<file path="config.mk">
export PLATFORM = sky130hd
export DESIGN_NAME = branch_prediction_unit_flat
export DESIGN_NICKNAME = d
export VERILOG_FILES = /design/src/rtl/branch_prediction_unit_if.sv /design/src/rtl/branch_prediction_unit.sv /design/src/flat_wrapper.sv
export SDC_FILE = /design/constraint.sdc
export NUM_CORES = 2
export LEC_CHECK = 0
export ABC_AREA = 1
export BUFFER_PORTS_ARGS = -buffer_cell sky130_fd_sc_hd__buf_2
export CORE_AREA = 5 5 260 389
export CTS_CLUSTER_DIAMETER = 30
export DETAILED_ROUTE_END_ITERATION = 10
export DIE_AREA = 0 0 265 394
export GPL_TIMING_DRIVEN = 0
export HOLD_SLACK_MARGIN = 0.02
export PLACE_DENSITY = 0.75
export RECOVER_POWER = 50
export SYNTH_ARGS = -nofsm -noshare
export SYNTH_HDL_FRONTEND = slang
export SYNTH_SLANG_ARGS = --single-unit
</file>
<file path="constraint.sdc">
create_clock -name clk -period 62.1 [get_ports clk]
set_input_delay 3.105 -clock clk [delete_from_list [all_inputs] [get_ports clk]]
set_output_delay 3.105 -clock clk [all_outputs]
set_load 0.05 [all_outputs]
</file>
<file path="src/rtl/branch_prediction_unit_if.sv">
// Signal bundle between the RV32I pipeline (IF/EX stages) and the branch predictor.
// NOBRANCH normally comes from the shared parameter header; the fallback keeps this block standalone.
`ifndef NOBRANCH
`define NOBRANCH 3'b000
`endif

interface branch_prediction_unit_if;
    // IF-stage lookup
    logic [31:0] PCF;
    logic        PredTakenF;
    logic [31:0] PredTargetF;

    // EX-stage resolve and training
    logic [2:0]  BranchTypeE;
    logic        BranchE;
    logic [31:0] PCE;
    logic [31:0] BrTargetE;
    logic        PredTakenE;
    logic [31:0] PredTargetE;
    logic        StallE;
    logic        MispredictE;
    logic [31:0] CorrectPCE;

    // Statistics
    logic [31:0] BranchCnt;
    logic [31:0] MispredCnt;

    modport master (
        output PCF,
        output BranchTypeE, BranchE, PCE, BrTargetE, PredTakenE, PredTargetE, StallE,
        input  PredTakenF, PredTargetF, MispredictE, CorrectPCE, BranchCnt, MispredCnt
    );

    modport slave (
        input  PCF,
        input  BranchTypeE, BranchE, PCE, BrTargetE, PredTakenE, PredTargetE, StallE,
        output PredTakenF, PredTargetF, MispredictE, CorrectPCE, BranchCnt, MispredCnt
    );
endinterface

</file>
<file path="src/rtl/branch_prediction_unit.sv">
// Direct-mapped BTB with 2-bit saturating counters: combinational IF lookup,
// EX-stage resolve/redirect, and training on the rising edge.
module branch_prediction_unit #(
    parameter int IDX_BITS = 4
) (
    input logic                     clk,
    input logic                     rst,
    branch_prediction_unit_if.slave bp
);
    localparam int          TAG_BITS = 30 - IDX_BITS;
    localparam int unsigned ENTRIES  = 1 << IDX_BITS;

    logic                valid  [ENTRIES];
    logic [TAG_BITS-1:0] tag    [ENTRIES];
    logic [31:0]         target [ENTRIES];
    logic [1:0]          ctr    [ENTRIES];

    logic [31:0] branch_cnt;
    logic [31:0] mispred_cnt;

    logic [IDX_BITS-1:0] idx_f;
    logic [IDX_BITS-1:0] idx_e;
    logic [TAG_BITS-1:0] tag_f;
    logic [TAG_BITS-1:0] tag_e;
    logic                hit_f;
    logic                hit_e;
    logic                pred_taken;
    logic                active;
    logic                mispredict;
    logic [1:0]          ctr_next;

    assign idx_f = bp.PCF[IDX_BITS+1:2];
    assign tag_f = bp.PCF[31:IDX_BITS+2];
    assign idx_e = bp.PCE[IDX_BITS+1:2];
    assign tag_e = bp.PCE[31:IDX_BITS+2];

    // IF lookup reads the registered table only, so a same-cycle EX write is not forwarded
    always_comb begin
        hit_f      = valid[idx_f] && (tag[idx_f] == tag_f);
        pred_taken = hit_f && ctr[idx_f][1];
    end

    assign bp.PredTakenF  = pred_taken;
    assign bp.PredTargetF = pred_taken ? target[idx_f] : bp.PCF + 32'd4;

    always_comb begin
        active     = (bp.BranchTypeE != `NOBRANCH) && !bp.StallE;
        mispredict = active &&
                     ((bp.PredTakenE != bp.BranchE) ||
                      (bp.PredTakenE && bp.BranchE && (bp.PredTargetE != bp.BrTargetE)));
    end

    assign bp.MispredictE = mispredict;
    assign bp.CorrectPCE  = bp.BranchE ? bp.BrTargetE : bp.PCE + 32'd4;

    always_comb begin
        hit_e    = valid[idx_e] && (tag[idx_e] == tag_e);
        ctr_next = ctr[idx_e];
        if (bp.BranchE) begin
            if (ctr[idx_e] != 2'b11) begin
                ctr_next = ctr[idx_e] + 2'd1;
            end
        end else if (ctr[idx_e] != 2'b00) begin
            ctr_next = ctr[idx_e] - 2'd1;
        end
    end

    // A miss only allocates on a taken branch; a not-taken miss leaves the aliasing entry intact
    always_ff @(posedge clk or posedge rst) begin
        if (rst) begin
            for (int unsigned i = 0; i < ENTRIES; i++) begin
                valid[i]  <= 1'b0;
                tag[i]    <= '0;
                target[i] <= '0;
                ctr[i]    <= 2'b01;
            end
        end else if (active) begin
            if (hit_e) begin
                ctr[idx_e] <= ctr_next;
                if (bp.BranchE) begin
                    target[idx_e] <= bp.BrTargetE;
                end
            end else if (bp.BranchE) begin
                valid[idx_e]  <= 1'b1;
                tag[idx_e]    <= tag_e;
                target[idx_e] <= bp.BrTargetE;
                ctr[idx_e]    <= 2'b10;
            end
        end
    end

    always_ff @(posedge clk or posedge rst) begin
        if (rst) begin
            branch_cnt  <= '0;
            mispred_cnt <= '0;
        end else begin
            if (active) begin
                branch_cnt <= branch_cnt + 32'd1;
            end
            if (mispredict) begin
                mispred_cnt <= mispred_cnt + 32'd1;
            end
        end
    end

    assign bp.BranchCnt  = branch_cnt;
    assign bp.MispredCnt = mispred_cnt;
endmodule
</file>
<file path="src/flat_wrapper.sv">
// flat-port wrapper written by rule: the top's interface ports become plain ports
module branch_prediction_unit_flat 
#(
    parameter int IDX_BITS = 4
)
  (clk, rst, bp_PCF, bp_BranchTypeE, bp_BranchE, bp_PCE, bp_BrTargetE, bp_PredTakenE, bp_PredTargetE, bp_StallE, bp_PredTakenF, bp_PredTargetF, bp_MispredictE, bp_CorrectPCE, bp_BranchCnt, bp_MispredCnt);
  branch_prediction_unit_if bp_i ();
  input logic clk;
  input logic rst;
  input wire logic [$bits(bp_i.PCF)-1:0] bp_PCF;
  input wire logic [$bits(bp_i.BranchTypeE)-1:0] bp_BranchTypeE;
  input wire logic [$bits(bp_i.BranchE)-1:0] bp_BranchE;
  input wire logic [$bits(bp_i.PCE)-1:0] bp_PCE;
  input wire logic [$bits(bp_i.BrTargetE)-1:0] bp_BrTargetE;
  input wire logic [$bits(bp_i.PredTakenE)-1:0] bp_PredTakenE;
  input wire logic [$bits(bp_i.PredTargetE)-1:0] bp_PredTargetE;
  input wire logic [$bits(bp_i.StallE)-1:0] bp_StallE;
  output wire logic [$bits(bp_i.PredTakenF)-1:0] bp_PredTakenF;
  output wire logic [$bits(bp_i.PredTargetF)-1:0] bp_PredTargetF;
  output wire logic [$bits(bp_i.MispredictE)-1:0] bp_MispredictE;
  output wire logic [$bits(bp_i.CorrectPCE)-1:0] bp_CorrectPCE;
  output wire logic [$bits(bp_i.BranchCnt)-1:0] bp_BranchCnt;
  output wire logic [$bits(bp_i.MispredCnt)-1:0] bp_MispredCnt;
  assign bp_i.PCF = bp_PCF;
  assign bp_i.BranchTypeE = bp_BranchTypeE;
  assign bp_i.BranchE = bp_BranchE;
  assign bp_i.PCE = bp_PCE;
  assign bp_i.BrTargetE = bp_BrTargetE;
  assign bp_i.PredTakenE = bp_PredTakenE;
  assign bp_i.PredTargetE = bp_PredTargetE;
  assign bp_i.StallE = bp_StallE;
  assign bp_PredTakenF = bp_i.PredTakenF;
  assign bp_PredTargetF = bp_i.PredTargetF;
  assign bp_MispredictE = bp_i.MispredictE;
  assign bp_CorrectPCE = bp_i.CorrectPCE;
  assign bp_BranchCnt = bp_i.BranchCnt;
  assign bp_MispredCnt = bp_i.MispredCnt;
  branch_prediction_unit #(.IDX_BITS(IDX_BITS)) u_core (.clk(clk), .rst(rst), .bp(bp_i));
endmodule
</file>
==> impl_metrics.yaml, run 1 <==
run_status:
  status: "did not finish"
  lastStage: "5_1_grt"
  error: "[ERROR GRT-0116] Global routing finished with congestion. Check the congestion regions in the DRC Viewer."
placed_design:
  routabilityCongestion: 1.24
  dp_hpwl_um: 230000
  port_buffers: 259
  postPlaceCellArea_mm2: 0.0590
yosys:
  seq_area_frac_synth_pct: 46.6
  synth_warnings: 0
  synth.distinct_cells: 49
  synth_flop_cell: "dfrtp_1"
  syn_avg_cell_area_um2: 7.36
  syn_nets: 7741
  synth_area_mm2: 0.0559
  synthCells: 7597
  async_flop_share_pct: 100
  synth_edf_count: 0
  ys_seq_elements: 1040
clocking:
  clk_path_buf_depth: 3
  cts_resized: 0
  post_cts_buffers: 0
  cts_sinks: 1040
  h-tree-depth: 4
  numCtsBuffers: 162
  ctsHoldBuffers: 0
  cts-root-buf: "clkbuf_16"
floorplan:
  std_cell_rows: 141
  pin_count: 266
  floorplan.initialDensity_pct: 57.2
  die_w_um: 265
  dieHeight_um: 394
grt:
  grt_pass1_wl_um: 472000
  grt_pass1_vias: 64448
  grt-ovfl-total: 6
  grt_max_degree: 136
  grt_usage_pct: 62.7
-- cell usage after synthesis, types with 2 or more instances --
library cell | instances | share of area (%)
buf_6 | 38 | 0.77
o221ai_1 | 43 | 0.67
nor2_1 | 582 | 3.9
o21bai_1 | 4 | 0.054
a21o_1 | 2 | 0.027
buf_4 | 49 | 0.66
nand2_8 | 10 | 0.36
clkbuf_1 | 339 | 2.3
nand3b_1 | 5 | 0.067
ha_1 | 8 | 0.18
o21ai_1 | 218 | 2.0
buf_2 | 121 | 1.1
buf_1 | 16 | 0.11
inv_1 | 536 | 3.6
a21oi_1 | 175 | 1.6
dfstp_2 | 16 | 0.75
nor4_1 | 13 | 0.15
nand2_2 | 8 | 0.090
nor4b_1 | 2 | 0.031
nand2_1 | 2307 | 15
a31oi_1 | 8 | 0.090
o211ai_1 | 51 | 0.68
o2111ai_1 | 16 | 0.25
xor2_1 | 82 | 1.3
nand3_1 | 362 | 3.2
nand3_2 | 3 | 0.054
o21ai_0 | 1299 | 12
a221oi_1 | 7 | 0.11
nor3_1 | 42 | 0.38
o22ai_1 | 90 | 1.0
clkinv_1 | 3 | 0.020
nor2_2 | 4 | 0.045
xnor2_1 | 56 | 0.88
dfrtp_1 | 1024 | 46
inv_2 | 6 | 0.040
nand4_1 | 39 | 0.44
-- metal layers --
| metal | GRT usage (%) | overflow |
|---|---|---|
| met4 | 63.6 | 1 |
| met3 | 42.1 | 0 |
| met1 | 60.3 | 0 |
| met2 | 85.0 | 5 |
| met5 | 14.5 | 0 |
-- cells by family after synthesis --
kind of cell,synth area share [%]
adder cells (fa/ha/maj),0.179
AND/OR/NAND/NOR,24.4
flip-flops,46.6
AO/OA/AOI/OAI,18.1
XOR/XNOR,2.16
buffers and inverters,8.60
-- stage by stage --
step           cells  utilization, %  worst slack (ns)  hold WS (ns)
4_1_cts         9451            66.4             50.96         0.462
3_5_place_dp    9151            60.4             50.98         0.454
3_3_place_gp    9143            60.2             18.95         0.451
2_1_floorplan   7597               -             29.75         0.440
==> run 2: changes to the inputs <==
- CORE_AREA: 5 5 260 389 -> 5 5 380 382
- CTS_CLUSTER_DIAMETER: 30 -> not set
- DIE_AREA: 0 0 265 394 -> 0 0 385 387
- HOLD_SLACK_MARGIN: 0.02 -> not set
- PLACE_DENSITY: 0.75 -> not set
- PLACE_DENSITY_LB_ADDON: not set -> 0.15
==> impl_metrics.yaml, run 2 <==
worst_setup_path:
  crit_arrival_ns: 23.09
  r2r_end: "u_core.tag[54]"
  required_ns: 61.54
  reg2reg_slack_ns: 57.72
  crit_type: "in2async"
  crit_fanout: 123
  path_cells: "buf_2, clkinvlp_2, clkbuf_1, clkbuf_1, clkbuf_1, clkbuf_1"
  critPathMostFrequentCell: "clkbuf_1"
  start_kind: "input port"
  slowest_delay_ns: 4.80
  slowest_stage: "clkbuf_1"
  cp_top_family: "buffers and inverters"
  cp.depth: 6
  crit_start: "rst"
  cp_num_buf_inv: 6
  worstSetupEndpointType: "async pin"
  rr_worst_depth: 17
  crit_path_end: "u_core.bp.MispredCnt[10]"
  reg2reg_from: "u_core.tag[373]"
power_and_ir_drop:
  switching_power_mw: 0.739
  powerDensity_mw_per_mm2: 32.4
  seq_power_share_pct: 43.1
  pwr-share-comb_pct: 21.8
  p_leak_nw: 30.3
  p_clk_share_pct: 35.1
  power.share.switching_pct: 35.9
  p_int_mw: 1.32
  peakVddDrop_v: 0.0000313
floorplan:
  floorplan.initialDensity_pct: 39.7
  std_cell_rows: 138
  pin_count: 266
  die_w_um: 385
  die-area_mm2: 0.149
  core_area_mm2: 0.141
  dieHeight_um: 387
yosys:
  syn_avg_cell_area_um2: 7.36
  synth.distinct_cells: 49
  synth_top_cell_area_share_pct: 45.8
  seq_area_frac_synth_pct: 46.6
  synthCells: 7597
  synth_warnings: 0
  ys_seq_elements: 1040
  synthTopCellsByArea: "dfrtp_1 (46%), nand2_1 (15%), o21ai_0 (12%)"
  synth_flop_cell: "dfrtp_1"
  synth_edf_count: 0
  synth_top_cell_by_area: "dfrtp_1"
  synth_area_mm2: 0.0559
  synth_commonest_cells: "nand2_1 (2,307), o21ai_0 (1,299), dfrtp_1 (1,024), nor2_1 (582), inv_1 (536)"
  async_flop_share_pct: 100
  yosysMostFrequentCell: "nand2_1"
  syn_nets: 7741
job:
  maxCapViolations: 18
sta:
  finalHoldViolCount: 0
  drv_slew: 1125
  fin_worst_skew_ns: 0.0508
  whs_ns: 0.461
  max_freq_ghz: 0.0423
  relSlewSlack_pct: -355
  fin_ws_ns: 38.46
  tightest_slew_ns: 6.82
  finalSetupViolCount: 0
  fin_crit_ns: 23.64
  period_share_pct: 38.1
  fin_setup_tns_ns: 0
  rsz0062_at_grt: "false"
clocking:
  ctsHoldBuffers: 0
  numCtsBuffers: 120
  cts_tree: "yes"
  clk_pin_slew_ns: 0.06
  post_cts_buffers: 0
  cts-root-buf: "clkbuf_16"
  clk_latency_ns: 0.80
  h-tree-depth: 3
  cts_resized: 0
  clk_path_buf_depth: 3
  cts_sinks: 1040
drt:
  met3WireLength_um: 35400
  wl_met2_um: 140000
  route.detailed.drc: 0
  wirelength_um: 329000
  met1_length_um: 121000
  vias: 59696
  drt.antenna.violating_nets: 0
  top_layer_used: "met5"
  vias_per_cell: 5.97
  drtIter0Drc: 8200
  wl_per_cell_um: 32.9
  drt_first_pass_iters: 10
grt:
  antenna_found_initial: 34
  grt_pass1_wl_um: 449000
  grt_max_degree: 124
  grt_usage_pct: 42.9
  grt_pass1_vias: 56165
  grt-ovfl-total: 0
placed_design:
  dp_cells: 9756
  dp_hpwl_um: 240000
  port_buffers: 259
  postPlaceCellArea_mm2: 0.0598
  place_ws_ns: 50.35
  routabilityCongestion: 1.05
cells_and_area:
  reg_top3: "u_core.target x512, u_core.tag x416"
  final_area_mm2: 0.0635
  drive_gt1_share_pct: 7.86
  largest_reg_flops: 512
  mostFrequentLayoutCell: "nand2_1"
  layout_common_cells: "nand2_1 (2,307), o21ai_0 (1,299), dfrtp_1 (1,024)"
  final_nets: 8132
  regArea_mm2: 0.0260
  fin_cells: 9994
  multiInputGateArea_mm2: 0.0251
  largest_register: "u_core.target"
  nFillCells: 14930
  area_growth_pct: 13.5
hold_path:
  hold_start: "u_core.ctr[20]"
  hp-class: "reg2reg"
run_status:
  status: "finished, violations left"
  violations: "capacitance limit, slew limit"
## run 2: cell counts after synthesis
Identical to the previous run, type by type.
## run 2: cell type report
cell class	instances	share of cell area [%]
Antenna cell	23	0.0907
Buffer	564	4.31
Clock buffer	179	5.51
Clock inverter	36	0.625
Inverter	546	3.24
Multi-Input combinational cell	5447	39.5
Sequential cell	1040	41.0
Tap cell	1890	3.73
Timing Repair Buffer	269	1.99
## run 2: stage by stage
stage | power [mW] | utilization [%]
final | 2.06 | 45.1
after global routing | 2.13 | 45.1
after CTS | 2.04 | 45.3
after detailed placement | 1.33 | 42.5
after global placement | 1.32 | 42.3
after floorplan | 1.14 | -
## run 2: cell families after synthesis
group | synth area share [%]
xor gates and xnor gates | 2.16
DFF | 46.6
buffers and inverters | 8.60
and+or+nand+nor | 24.4
adders and majority gates | 0.179
AOI/OAI and AO/OA | 18.1
## run 2: worst min path at each step
stage	to	slack (ns)	cells after the start
floorplan	u_core.ctr[10]	0.44	2
finish	u_core.ctr[20]	0.46	2
global route	u_core.ctr[24]	0.47	2
global placement	u_core.ctr[20]	0.45	2
CTS	u_core.ctr[20]	0.46	2
detailed placement	u_core.ctr[20]	0.45	2
## run 2: power groups by stage
stage	clock (mW)	combinational [mW]	sequential [mW]
floorplan	0	0.255	0.886
global placement	0	0.429	0.895
detailed placement	0	0.437	0.892
CTS	0.723	0.438	0.882
global route	0.750	0.483	0.898
finish	0.723	0.449	0.887
## run 2: worst min-delay path: stages (launching register included)
cell and delay (ns):
dfstp_2 0.37, nand2_1 0.05, nand2_1 0.04
## run 2: layer usage
layer	GRT usage (%)	up-vias
li1	-	25517
met1	51.9	29099
met2	63.5	3880
met3	12.8	1178
met4	33.9	22
met5	2.05	-
(Power assumes the default switching activity.)
